[src/rtl/parking_password_entry_if.sv]
// parking_password_entry_if: keypad/verdict inputs and password-entry outputs
interface parking_password_entry_if;
  logic       KEY_VALID;
  logic       KEY_BIT;
  logic       KEY_ENTER;
  logic       KEY_CLEAR;
  logic       Green;
  logic       Red;
  logic [3:0] PASSWORD;
  logic       PASS_VALID;
  logic [2:0] DIGIT_COUNT;
  logic       LOCKOUT;
  logic       TIMEOUT_PULSE;
  logic [1:0] ENTRY_STATE;
  modport master (
    output KEY_VALID, KEY_BIT, KEY_ENTER, KEY_CLEAR, Green, Red,
    input  PASSWORD, PASS_VALID, DIGIT_COUNT, LOCKOUT, TIMEOUT_PULSE, ENTRY_STATE
  );
  modport slave (
    input  KEY_VALID, KEY_BIT, KEY_ENTER, KEY_CLEAR, Green, Red,
    output PASSWORD, PASS_VALID, DIGIT_COUNT, LOCKOUT, TIMEOUT_PULSE, ENTRY_STATE
  );
endinterface

[src/rtl/parking_password_entry.sv]
// parking_password_entry: collects a 4-bit keypad password, presents it for a verdict, and locks out after repeated failures
module parking_password_entry #(
  parameter int TIMEOUT_CYCLES = 16,
  parameter int MAX_ATTEMPTS   = 3,
  parameter int LOCKOUT_CYCLES = 32
) (
  input logic                     CLOCK,
  input logic                     RESET,
  parking_password_entry_if.slave bus
);
  localparam int TMAX = (TIMEOUT_CYCLES > LOCKOUT_CYCLES) ? TIMEOUT_CYCLES : LOCKOUT_CYCLES;
  localparam int TW   = (TMAX > 2) ? $clog2(TMAX) : 1;
  typedef enum logic [1:0] {IDLE = 2'b00, COLLECT = 2'b01, PRESENT = 2'b10, LOCKED = 2'b11} state_t;
  state_t          r_state, w_state;
  logic [3:0]      r_sr, w_sr, r_pw, w_pw;
  logic [2:0]      r_cnt, w_cnt, r_att, w_att, w_att_inc;
  logic [TW-1:0]   r_timer, w_timer;
  logic            r_pv, w_pv, r_lock, w_lock, r_to, w_to;
  logic            w_idle_exp, w_lock_exp;
  assign w_idle_exp = r_timer == TW'(TIMEOUT_CYCLES - 1);
  assign w_lock_exp = r_timer == TW'(LOCKOUT_CYCLES - 1);
  assign w_att_inc  = r_att + 3'd1;
  always_ff @(posedge CLOCK) begin
    if (RESET) begin
      r_state <= IDLE;
      r_sr    <= '0;
      r_pw    <= '0;
      r_cnt   <= '0;
      r_att   <= '0;
      r_timer <= '0;
      r_pv    <= 1'b0;
      r_lock  <= 1'b0;
      r_to    <= 1'b0;
    end else begin
      r_state <= w_state;
      r_sr    <= w_sr;
      r_pw    <= w_pw;
      r_cnt   <= w_cnt;
      r_att   <= w_att;
      r_timer <= w_timer;
      r_pv    <= w_pv;
      r_lock  <= w_lock;
      r_to    <= w_to;
    end
  end
  always_comb begin
    w_state = r_state;
    w_sr    = r_sr;
    w_pw    = r_pw;
    w_cnt   = r_cnt;
    w_att   = r_att;
    w_timer = r_timer;
    w_pv    = r_pv;
    w_lock  = r_lock;
    w_to    = 1'b0;
    case (r_state)
      IDLE: begin
        if (bus.KEY_VALID && !bus.KEY_ENTER && !bus.KEY_CLEAR) begin
          w_sr    = {3'b000, bus.KEY_BIT};
          w_cnt   = 3'd1;
          w_timer = '0;
          w_state = COLLECT;
        end
      end
      COLLECT: begin
        if (bus.KEY_CLEAR) begin
          w_sr    = '0;
          w_cnt   = '0;
          w_timer = '0;
          w_state = IDLE;
        end else if (bus.KEY_ENTER && r_cnt == 3'd4) begin
          w_pw    = r_sr;
          w_pv    = 1'b1;
          w_timer = '0;
          w_state = PRESENT;
        end else if (bus.KEY_VALID && !bus.KEY_ENTER) begin
          w_timer = '0;
          w_sr    = (r_cnt == 3'd4) ? r_sr : {r_sr[2:0], bus.KEY_BIT};
          w_cnt   = (r_cnt == 3'd4) ? r_cnt : r_cnt + 3'd1;
        end else if (w_idle_exp) begin
          w_sr    = '0;
          w_cnt   = '0;
          w_timer = '0;
          w_to    = 1'b1;
          w_state = IDLE;
        end else begin
          w_timer = r_timer + TW'(1);
        end
      end
      PRESENT: begin
        // Any exit from PRESENT withdraws the password
        if (bus.Green || bus.Red || w_idle_exp) begin
          w_pw    = '0;
          w_pv    = 1'b0;
          w_sr    = '0;
          w_cnt   = '0;
          w_timer = '0;
          w_state = IDLE;
          w_to    = !bus.Green && !bus.Red;
          w_att   = bus.Green ? 3'd0 : bus.Red ? w_att_inc : r_att;
          if (!bus.Green && bus.Red && w_att_inc == 3'(MAX_ATTEMPTS)) begin
            w_state = LOCKED;
            w_lock  = 1'b1;
          end
        end else begin
          w_timer = r_timer + TW'(1);
        end
      end
      LOCKED: begin
        w_state = w_lock_exp ? IDLE : LOCKED;
        w_lock  = !w_lock_exp;
        w_att   = w_lock_exp ? 3'd0 : r_att;
        w_timer = w_lock_exp ? '0 : r_timer + TW'(1);
      end
    endcase
  end
  assign bus.PASSWORD      = r_pw;
  assign bus.PASS_VALID    = r_pv;
  assign bus.DIGIT_COUNT   = r_cnt;
  assign bus.LOCKOUT       = r_lock;
  assign bus.TIMEOUT_PULSE = r_to;
  assign bus.ENTRY_STATE   = r_state;
endmodule

[src/flat_wrapper.sv]
// flat-port wrapper written by rule: the top's interface ports become plain ports
module parking_password_entry_flat 
#(
  parameter int TIMEOUT_CYCLES = 16,
  parameter int MAX_ATTEMPTS   = 3,
  parameter int LOCKOUT_CYCLES = 32
)
  (CLOCK, RESET, bus_KEY_VALID, bus_KEY_BIT, bus_KEY_ENTER, bus_KEY_CLEAR, bus_Green, bus_Red, bus_PASSWORD, bus_PASS_VALID, bus_DIGIT_COUNT, bus_LOCKOUT, bus_TIMEOUT_PULSE, bus_ENTRY_STATE);
  parking_password_entry_if bus_i ();
  input logic CLOCK;
  input logic RESET;
  input wire logic [$bits(bus_i.KEY_VALID)-1:0] bus_KEY_VALID;
  input wire logic [$bits(bus_i.KEY_BIT)-1:0] bus_KEY_BIT;
  input wire logic [$bits(bus_i.KEY_ENTER)-1:0] bus_KEY_ENTER;
  input wire logic [$bits(bus_i.KEY_CLEAR)-1:0] bus_KEY_CLEAR;
  input wire logic [$bits(bus_i.Green)-1:0] bus_Green;
  input wire logic [$bits(bus_i.Red)-1:0] bus_Red;
  output wire logic [$bits(bus_i.PASSWORD)-1:0] bus_PASSWORD;
  output wire logic [$bits(bus_i.PASS_VALID)-1:0] bus_PASS_VALID;
  output wire logic [$bits(bus_i.DIGIT_COUNT)-1:0] bus_DIGIT_COUNT;
  output wire logic [$bits(bus_i.LOCKOUT)-1:0] bus_LOCKOUT;
  output wire logic [$bits(bus_i.TIMEOUT_PULSE)-1:0] bus_TIMEOUT_PULSE;
  output wire logic [$bits(bus_i.ENTRY_STATE)-1:0] bus_ENTRY_STATE;
  assign bus_i.KEY_VALID = bus_KEY_VALID;
  assign bus_i.KEY_BIT = bus_KEY_BIT;
  assign bus_i.KEY_ENTER = bus_KEY_ENTER;
  assign bus_i.KEY_CLEAR = bus_KEY_CLEAR;
  assign bus_i.Green = bus_Green;
  assign bus_i.Red = bus_Red;
  assign bus_PASSWORD = bus_i.PASSWORD;
  assign bus_PASS_VALID = bus_i.PASS_VALID;
  assign bus_DIGIT_COUNT = bus_i.DIGIT_COUNT;
  assign bus_LOCKOUT = bus_i.LOCKOUT;
  assign bus_TIMEOUT_PULSE = bus_i.TIMEOUT_PULSE;
  assign bus_ENTRY_STATE = bus_i.ENTRY_STATE;
  parking_password_entry #(.TIMEOUT_CYCLES(TIMEOUT_CYCLES), .MAX_ATTEMPTS(MAX_ATTEMPTS), .LOCKOUT_CYCLES(LOCKOUT_CYCLES)) u_core (.CLOCK(CLOCK), .RESET(RESET), .bus(bus_i));
endmodule
[config.mk]
export PLATFORM = sky130hd
export DESIGN_NAME = parking_password_entry_flat
export DESIGN_NICKNAME = d
export VERILOG_FILES = /design/src/rtl/parking_password_entry_if.sv /design/src/rtl/parking_password_entry.sv /design/src/flat_wrapper.sv
export SDC_FILE = /design/constraint.sdc
export NUM_CORES = 1
export LEC_CHECK = 0
export BUFFER_PORTS_ARGS = -buffer_cell sky130_fd_sc_hd__buf_2
export CAP_MARGIN = 0
export CORE_UTILIZATION = 51
export DETAILED_ROUTE_END_ITERATION = 12
export HOLD_SLACK_MARGIN = 0.06
export PLACE_DENSITY_LB_ADDON = 0.25
export SYNTH_ARGS = -nofsm -noshare
export SYNTH_HDL_FRONTEND = slang
export SYNTH_SLANG_ARGS = --single-unit
[constraint.sdc]
create_clock -name CLOCK -period 1.7 [get_ports CLOCK]
set_input_delay 0.085 -clock CLOCK [delete_from_list [all_inputs] [get_ports CLOCK]]
set_output_delay 0.085 -clock CLOCK [all_outputs]
set_load 0.1 [all_outputs]
==> results_dict.tcl, run 1 <==
set metrics [dict create \
    outcome "finished, violations left" \
    violations "design-rule violations, negative setup slack" \
    setup_slack_ns -0.156 \
    cp_data_arrival_time_ns 2.12 \
    hold_viol_final 0 \
    cp_slowest_cell "dfxtp_4" \
    row_count 19 \
    yosysSeqAreaShare 0.330 \
    routed_wl_microns 3930 \
    antennaDiodeCount 0 \
    grt_max_degree 26 \
    peakVddDrop_mv 0.677 \
    cts_root_buf "clkbuf_4" \
    slew_violations 0 \
    num-fill-cells 173 \
    rsz0062_at_grt "true" \
    ys_types 45 \
    nets 239 \
    drt_iter0_drc 58 \
    syn_to_final_growth_pct 46.7 \
    timing.final.crit_period_ns 1.86 \
    grt-busiest-layer "met2" \
    use_met2 0.458 \
    routedWlPerCell_microns 15.9 \
    synth_nets 184 \
    max_stage_delay_ns 0.38 \
    critPathKind "reg -> reg" \
    yosysWarnings 0 \
    vias 1385 \
    fmax_ghz 0.539 \
    fin_crit_sh 1.09 \
    crit_top_cell "ha_4" \
    die_area_sq_mm 0.00307 \
    powerDensity_mw_per_mm2 635 \
    grtUsageTotal 0.258 \
    ant_nets 0 \
    end_kind "flip-flop" \
    die_x_microns 55.4 \
    setup-tns-final_ns -1.31 \
    grt_overflow 0 \
    io_buffers 19 \
    pre_cts_ws_ns -0.237 \
    clockBufferDepth 2 \
    hpwlAfterDp_microns 2670 \
    path_cells "ha_4 -> and3_4 -> buf_6 -> ha_4 -> nand2b_4 -> a21o_1 -> a31oi_4 -> nand3_1 -> a31oi_1" \
    netlist_area_sq_mm 0.00146 \
    setup_viol 15 \
    cts_tree "built" \
    synth-seq-cells 24 \
    dr.pass1.iters 8 \
    die_y_microns 55.4 \
    cp.required_ns 1.96 \
    tightest_slew_ns 0.530 \
    min_path_type "in -> reg" \
    avgSynthCellArea_sq_um 8.99 \
    final_layout_size_suffix_gt1_frac 0.509 \
    synth_cells 162 \
    use_met1 0.326 \
    numClockSinks 24 \
    ys.flop_type "dfxtp_1" \
    synth_edf_count 0 \
    cap_viol_max_count 0 \
    initial_core_util 0.533 \
    insertion_delay_ns 0.32 \
    worst-path-max-fanout 6 \
    drc_errors 2 \
    cts_made_buffers 3 \
    clock_skew_ns 0.00627 \
    gp_congestion 0.844 \
    coreArea_sq_mm 0.00273 \
    num_io_pins 20 \
    grt_pass1_vias 1405 \
    synth-async-reset-ratio 0 \
    cp-start-kind "flip-flop" \
    htreeDepth 1 \
    routed_via_density 5.61 \
    grt_pass1_wl_microns 6310 \
    max-slew-margin-rel 0.646 \
    power.leakage_uw 0.000876 \
    clkTransAtPathRegs_ns 0.14 \
    use_met3 0.0281 \
    antenna_found_initial 0 \
]
## power by group
group / internal, uW / total [uW] / switching, uW
registers: 573 / 587 / 14.4
clock network: 180 / 363 / 183
logic: 172 / 406 / 234
## synthesized netlist by cell type (3+ instances only)
library cell  count  area share
dfxtp_1          24        0.33
nor2b_1           5       0.021
nand3_1           9       0.031
nand2_1           9       0.023
a31oi_1           3       0.013
ha_1             14        0.12
clkbuf_1          3      0.0077
inv_1             9       0.023
nand2b_1         10       0.043
nand3b_1          4       0.021
nor3_1            4       0.014
mux2i_1           6       0.041
nor2_1           13       0.034
a21oi_1          10       0.034
a211oi_1          3       0.015
## worst max-delay path, delay by kind of cell, from the launching register on
family	cells	cell delay [ns]
AOI/OAI and AO/OA	3	0.58
adders and majority gates	2	0.30
buffers and inverters	1	0.12
DFF	1	0.38
and+or+nand+nor	3	0.40
## placed cells by master, fill, tap and decap left out, types with 2 or more instances in the layout
master | Yosys | layout
a21oi_4 | 0 | 3
or3b_4 | 1 | 2
nor3_1 | 4 | 3
nand2b_4 | 0 | 4
ha_1 | 14 | 8
dfxtp_1 | 24 | 17
a211oi_1 | 3 | 3
a21oi_1 | 10 | 7
nor2_1 | 13 | 11
nor2b_1 | 5 | 5
a31oi_1 | 3 | 3
a21o_1 | 2 | 2
nand2_1 | 9 | 8
ha_4 | 0 | 5
o21ai_1 | 2 | 2
buf_4 | 1 | 33
buf_6 | 1 | 4
clkbuf_4 | 0 | 3
a21oi_2 | 2 | 2
buf_2 | 0 | 19
nand3_2 | 1 | 7
nand3b_1 | 4 | 4
dfxtp_4 | 0 | 6
nand3_1 | 9 | 3
nand2b_1 | 10 | 6
nor3_2 | 1 | 2
inv_1 | 9 | 8
mux2i_1 | 6 | 6
## layout make-up
cell class / instances / area [sq um] / share of cell area
inverter: 9 / 36.3 / 0.0170
clock buffer: 4 / 47.5 / 0.0222
timing repair buffer: 57 / 398 / 0.186
tap: 31 / 38.8 / 0.0181
multi-input combinational: 122 / 1110 / 0.520
sequential: 24 / 504 / 0.236
## state kept, by name, summed over array words and instances, names as in the netlist
register / cells
u_core.bus.PASSWORD: 4
u_core.bus.TIMEOUT_PULSE: 1
u_core.r_timer: 5
u_core.bus.ENTRY_STATE: 2
u_core.bus.DIGIT_COUNT: 3
u_core.r_sr: 4
u_core.bus.PASS_VALID: 1
u_core.bus.LOCKOUT: 1
u_core.r_att: 3
## layer usage
metal | vias up | wire length (microns)
met5 | - | 0
met4 | 0 | 74
met3 | 8 | 64
met2 | 19 | 2040
met1 | 683 | 1750
li1 | 675 | -
## through the flow
step / cell area [sq um] / util / power (uW) / hold slack, ns / instances
3_5_place_dp: 1860 / 0.681 / 932 / 0.391 / 236
4_1_cts: 2070 / 0.757 / 1330 / 0.124 / 244
5_1_grt: 2140 / 0.782 / 1410 / 0.125 / 247
6_report: 2140 / 0.782 / 1360 / 0.128 / 247
2_1_floorplan: 1550 / - / 825 / 0.237 / 162
3_3_place_gp: 1860 / 0.681 / 918 / 0.356 / 236
## cell families (layout without fill, tap and decap cells)
| kind of cell | after synthesis | after routing | synth area share |
|---|---|---|---|
| simple gates | 67 | 67 | 0.265 |
| flops | 24 | 24 | 0.330 |
| buf+inv | 16 | 70 | 0.0507 |
| mux | 7 | 7 | 0.0490 |
| fa+ha+maj | 14 | 14 | 0.120 |
| xor+xnor | 1 | 1 | 0.00601 |
| compound gates | 33 | 33 | 0.179 |
## repair_timing
| action | 4_1_cts | 5_1_grt |
|---|---|---|
| resized for setup | 27 | 9 |
| endpoints found under the setup margin | 22 | 22 |
| buffers inserted | 3 | 3 |
| endpoints found under the hold margin | 1 | 0 |
| pin swaps | 17 | 10 |
| hold buffers | 1 | 0 |
## path summary, 6_finish.rpt
path	from	endpoint	slack [ns]	cells past startpoint
min reg2reg	u_core.bus.DIGIT_COUNT[2]	u_core.bus.DIGIT_COUNT[2]	0.48	1
max reg2reg	u_core.r_timer[1]	u_core.r_timer[3]	-0.16	9
min	bus_Green	u_core.r_att[2]	0.13	4
max	u_core.r_timer[1]	u_core.r_timer[3]	-0.16	9
No activity file was read; power rests on OpenSTA's default activity.
==> run 2: changes to the inputs <==
- ABC_AREA: default -> 1
==> results_dict.tcl, run 2 <==
set metrics [dict create \
    yosysWarnings 0 \
    min_path_type "in -> reg" \
    max-slew-margin-rel 0.679 \
    die_x_microns 57.5 \
    clock_skew_ns 0.00867 \
    end_kind "flip-flop" \
    synth-async-reset-ratio 0 \
    rsz0062_at_grt "true" \
    cts_root_buf "clkbuf_4" \
    cts_tree "built" \
    dr.pass1.iters 4 \
    hpwlAfterDp_microns 2460 \
    power_uw 1400 \
    htreeDepth 1 \
    grt_pass1_vias 1227 \
    powerDensity_mw_per_mm2 728 \
    cap_viol_max_count 0 \
    hold_ws_ns 0.113 \
    layout_common_cells "45 x nand2_1, 23 x nand3_1, 21 x inv_1, 19 x a21oi_1, 19 x buf_2" \
    yosys.area_share.adder 0.112 \
    final_layout_size_suffix_gt1_frac 0.349 \
    syn_to_final_growth_pct 22.5 \
    multiInputGateArea_sq_mm 0.00105 \
    num-fill-cells 239 \
    cp.required_ns 1.96 \
    synth-seq-cells 24 \
    synthMuxAreaShare 0 \
    synthSimpleGateAreaFrac 0.384 \
    netlist_area_sq_mm 0.00157 \
    grt_pass1_wl_microns 5180 \
    cts_made_buffers 3 \
    yosysMostFrequentCell "nand2_1" \
    initial_core_util 0.555 \
    ant_nets 0 \
    grtUsageTotal 0.200 \
    coreArea_sq_mm 0.00283 \
    avgSynthCellArea_sq_um 7.10 \
    synth_xor_area_frac 0 \
    cp-start-kind "flip-flop" \
    numClockSinks 24 \
    nets 272 \
    synth_area_leaders "dfxtp_1 31%, nand2_1 11%, ha_1 11%, nand3_1 8.3%, a21oi_1 6.4%" \
    grt_max_degree 15 \
    largest_register_ff_count 5 \
    cp_data_arrival_time_ns 1.98 \
    worst-path-max-fanout 4 \
    ys.flop_type "dfxtp_1" \
    io_buffers 19 \
    slew_violations 0 \
    worstSetupStartpoint "u_core.r_timer[1]" \
    ys_types 28 \
    critPathKind "reg -> reg" \
    setup_slack_ns -0.0165 \
    synth_commonest_cells "48 x nand2_1, 26 x nand3_1, 24 x dfxtp_1" \
    peakVddDrop_mv 0.461 \
    synth-compound-area-share 0.115 \
    power.leakage_uw 0.000839 \
    antennaDiodeCount 0 \
    hp-start "RESET" \
    setup_viol 1 \
    r2r-start "u_core.r_timer[1]" \
    vias 1475 \
    gp_congestion 0.895 \
    tightest_slew_ns 0.484 \
    die_y_microns 57.5 \
    synth_cells 221 \
    hold_viol_final 0 \
    routed_wl_microns 3450 \
    layout_commonest_cell "nand2_1" \
    largest-register "u_core.r_timer" \
    synth_top_family_by_area "simple AND/OR/NAND/NOR gates" \
    clkTransAtPathRegs_ns 0.14 \
    post-synth-top-area-cell "dfxtp_1" \
    drt_iter0_drc 59 \
    fmax_ghz 0.583 \
    register_area_sq_um 499 \
    routedWlPerCell_microns 12.3 \
    synth_edf_count 0 \
    insertion_delay_ns 0.32 \
    row_count 19 \
    fin_crit_sh 1.01 \
    grt_overflow 0 \
    num_io_pins 20 \
    antenna_found_initial 0 \
    outcome "finished, violations left" \
    drc_errors 0 \
    pre_cts_ws_ns -0.0411 \
    routed_via_density 5.27 \
    die_area_sq_mm 0.00330 \
    violations "negative setup slack" \
    synth_nets 243 \
    timing.final.crit_period_ns 1.72 \
    clockBufferDepth 2 \
    yosysSeqAreaShare 0.306 \
    yosysTopAreaCellShare 0.306 \
]
-- run 2: changes by cell type after synthesis, sizes merged, moves of 5 or more --
| cell | change |
|---|---|
| a21oi | +9 |
| inv | +22 |
| mux2i | -6 |
| nand2 | +49 |
| nand2b | -10 |
| nand3 | +17 |
| nor2 | +16 |
| nor2b | -5 |
-- run 2: area by class of cell --
type,instances,share of cell area
Clock inverter,1,0.0156
Sequential cell,24,0.260
Inverter,32,0.0651
Clock buffer,3,0.0117
Timing Repair Buffer,26,0.0801
Multi-Input combinational cell,163,0.548
Tap cell,31,0.0202
-- run 2: cell families (layout without fill, tap and decap cells) --
family,Yosys count,after routing
fa+ha+maj,14,14
simple gates,119,119
buf+inv,34,62
flops,24,24
compound gates,30,30
-- run 2: path summary, 6_finish.rpt --
kind | depth (start not counted) | slack [ns] | end
max | 10 | -0.02 | u_core.r_att[2]
min | 2 | 0.11 | u_core.bus.ENTRY_STATE[0]
max reg2reg | 10 | -0.02 | u_core.r_att[2]
min reg2reg | 2 | 0.47 | u_core.bus.PASS_VALID
-- run 2: power by group --
part / total [uW] / internal (uW) / switching [uW] / leakage (uW)
combinational: 365 / 100 / 265 / 0.000612
sequential: 613 / 588 / 25.0 / 0.000199
clock: 422 / 238 / 183 / 0.0000279
-- run 2: worst max-delay path: stages (launching register included) --
cell and delay (ns):
dfxtp_4 0.38, ha_4 0.17, nand2_4 0.08, nor2_4 0.04, buf_6 0.12, ha_4 0.14
or2_4 0.26, and2_4 0.16, nand2_4 0.08, o21ai_1 0.08, a21oi_1 0.14
-- run 2: through the flow --
| stage | std cells | utilization | instance area, sq um | setup TNS, ns |
|---|---|---|---|---|
| detailed placement | 273 | 0.616 | 1740 | -0.178 |
| CTS | 278 | 0.640 | 1810 | -0.00184 |
| global route | 280 | 0.679 | 1920 | -0.240 |
| finish | 280 | 0.679 | 1920 | -0.0165 |
| floorplan | 221 | - | 1590 | 0 |
| global placement | 273 | 0.616 | 1740 | -0.00210 |
-- run 2: layer usage --
layer,vias to the layer above,wire length [microns],part of all wire,GRT usage
met4,0,30,0.0087,0.0592
met1,653,1670,0.48,0.304
met2,52,1550,0.45,0.297
met3,6,203,0.059,0.0204
li1,764,-,-,-
met5,-,0,0,0
-- run 2: what timing repair did --
item                                   4_1_cts  5_1_grt
setup endpoints to repair                    9       19
gates resized for setup                      2       23
hold buffers                                 1        0
cloned                                       0        0
pin swaps                                    2        5
buffers inserted                             0        2
endpoints found under the hold margin        1        0
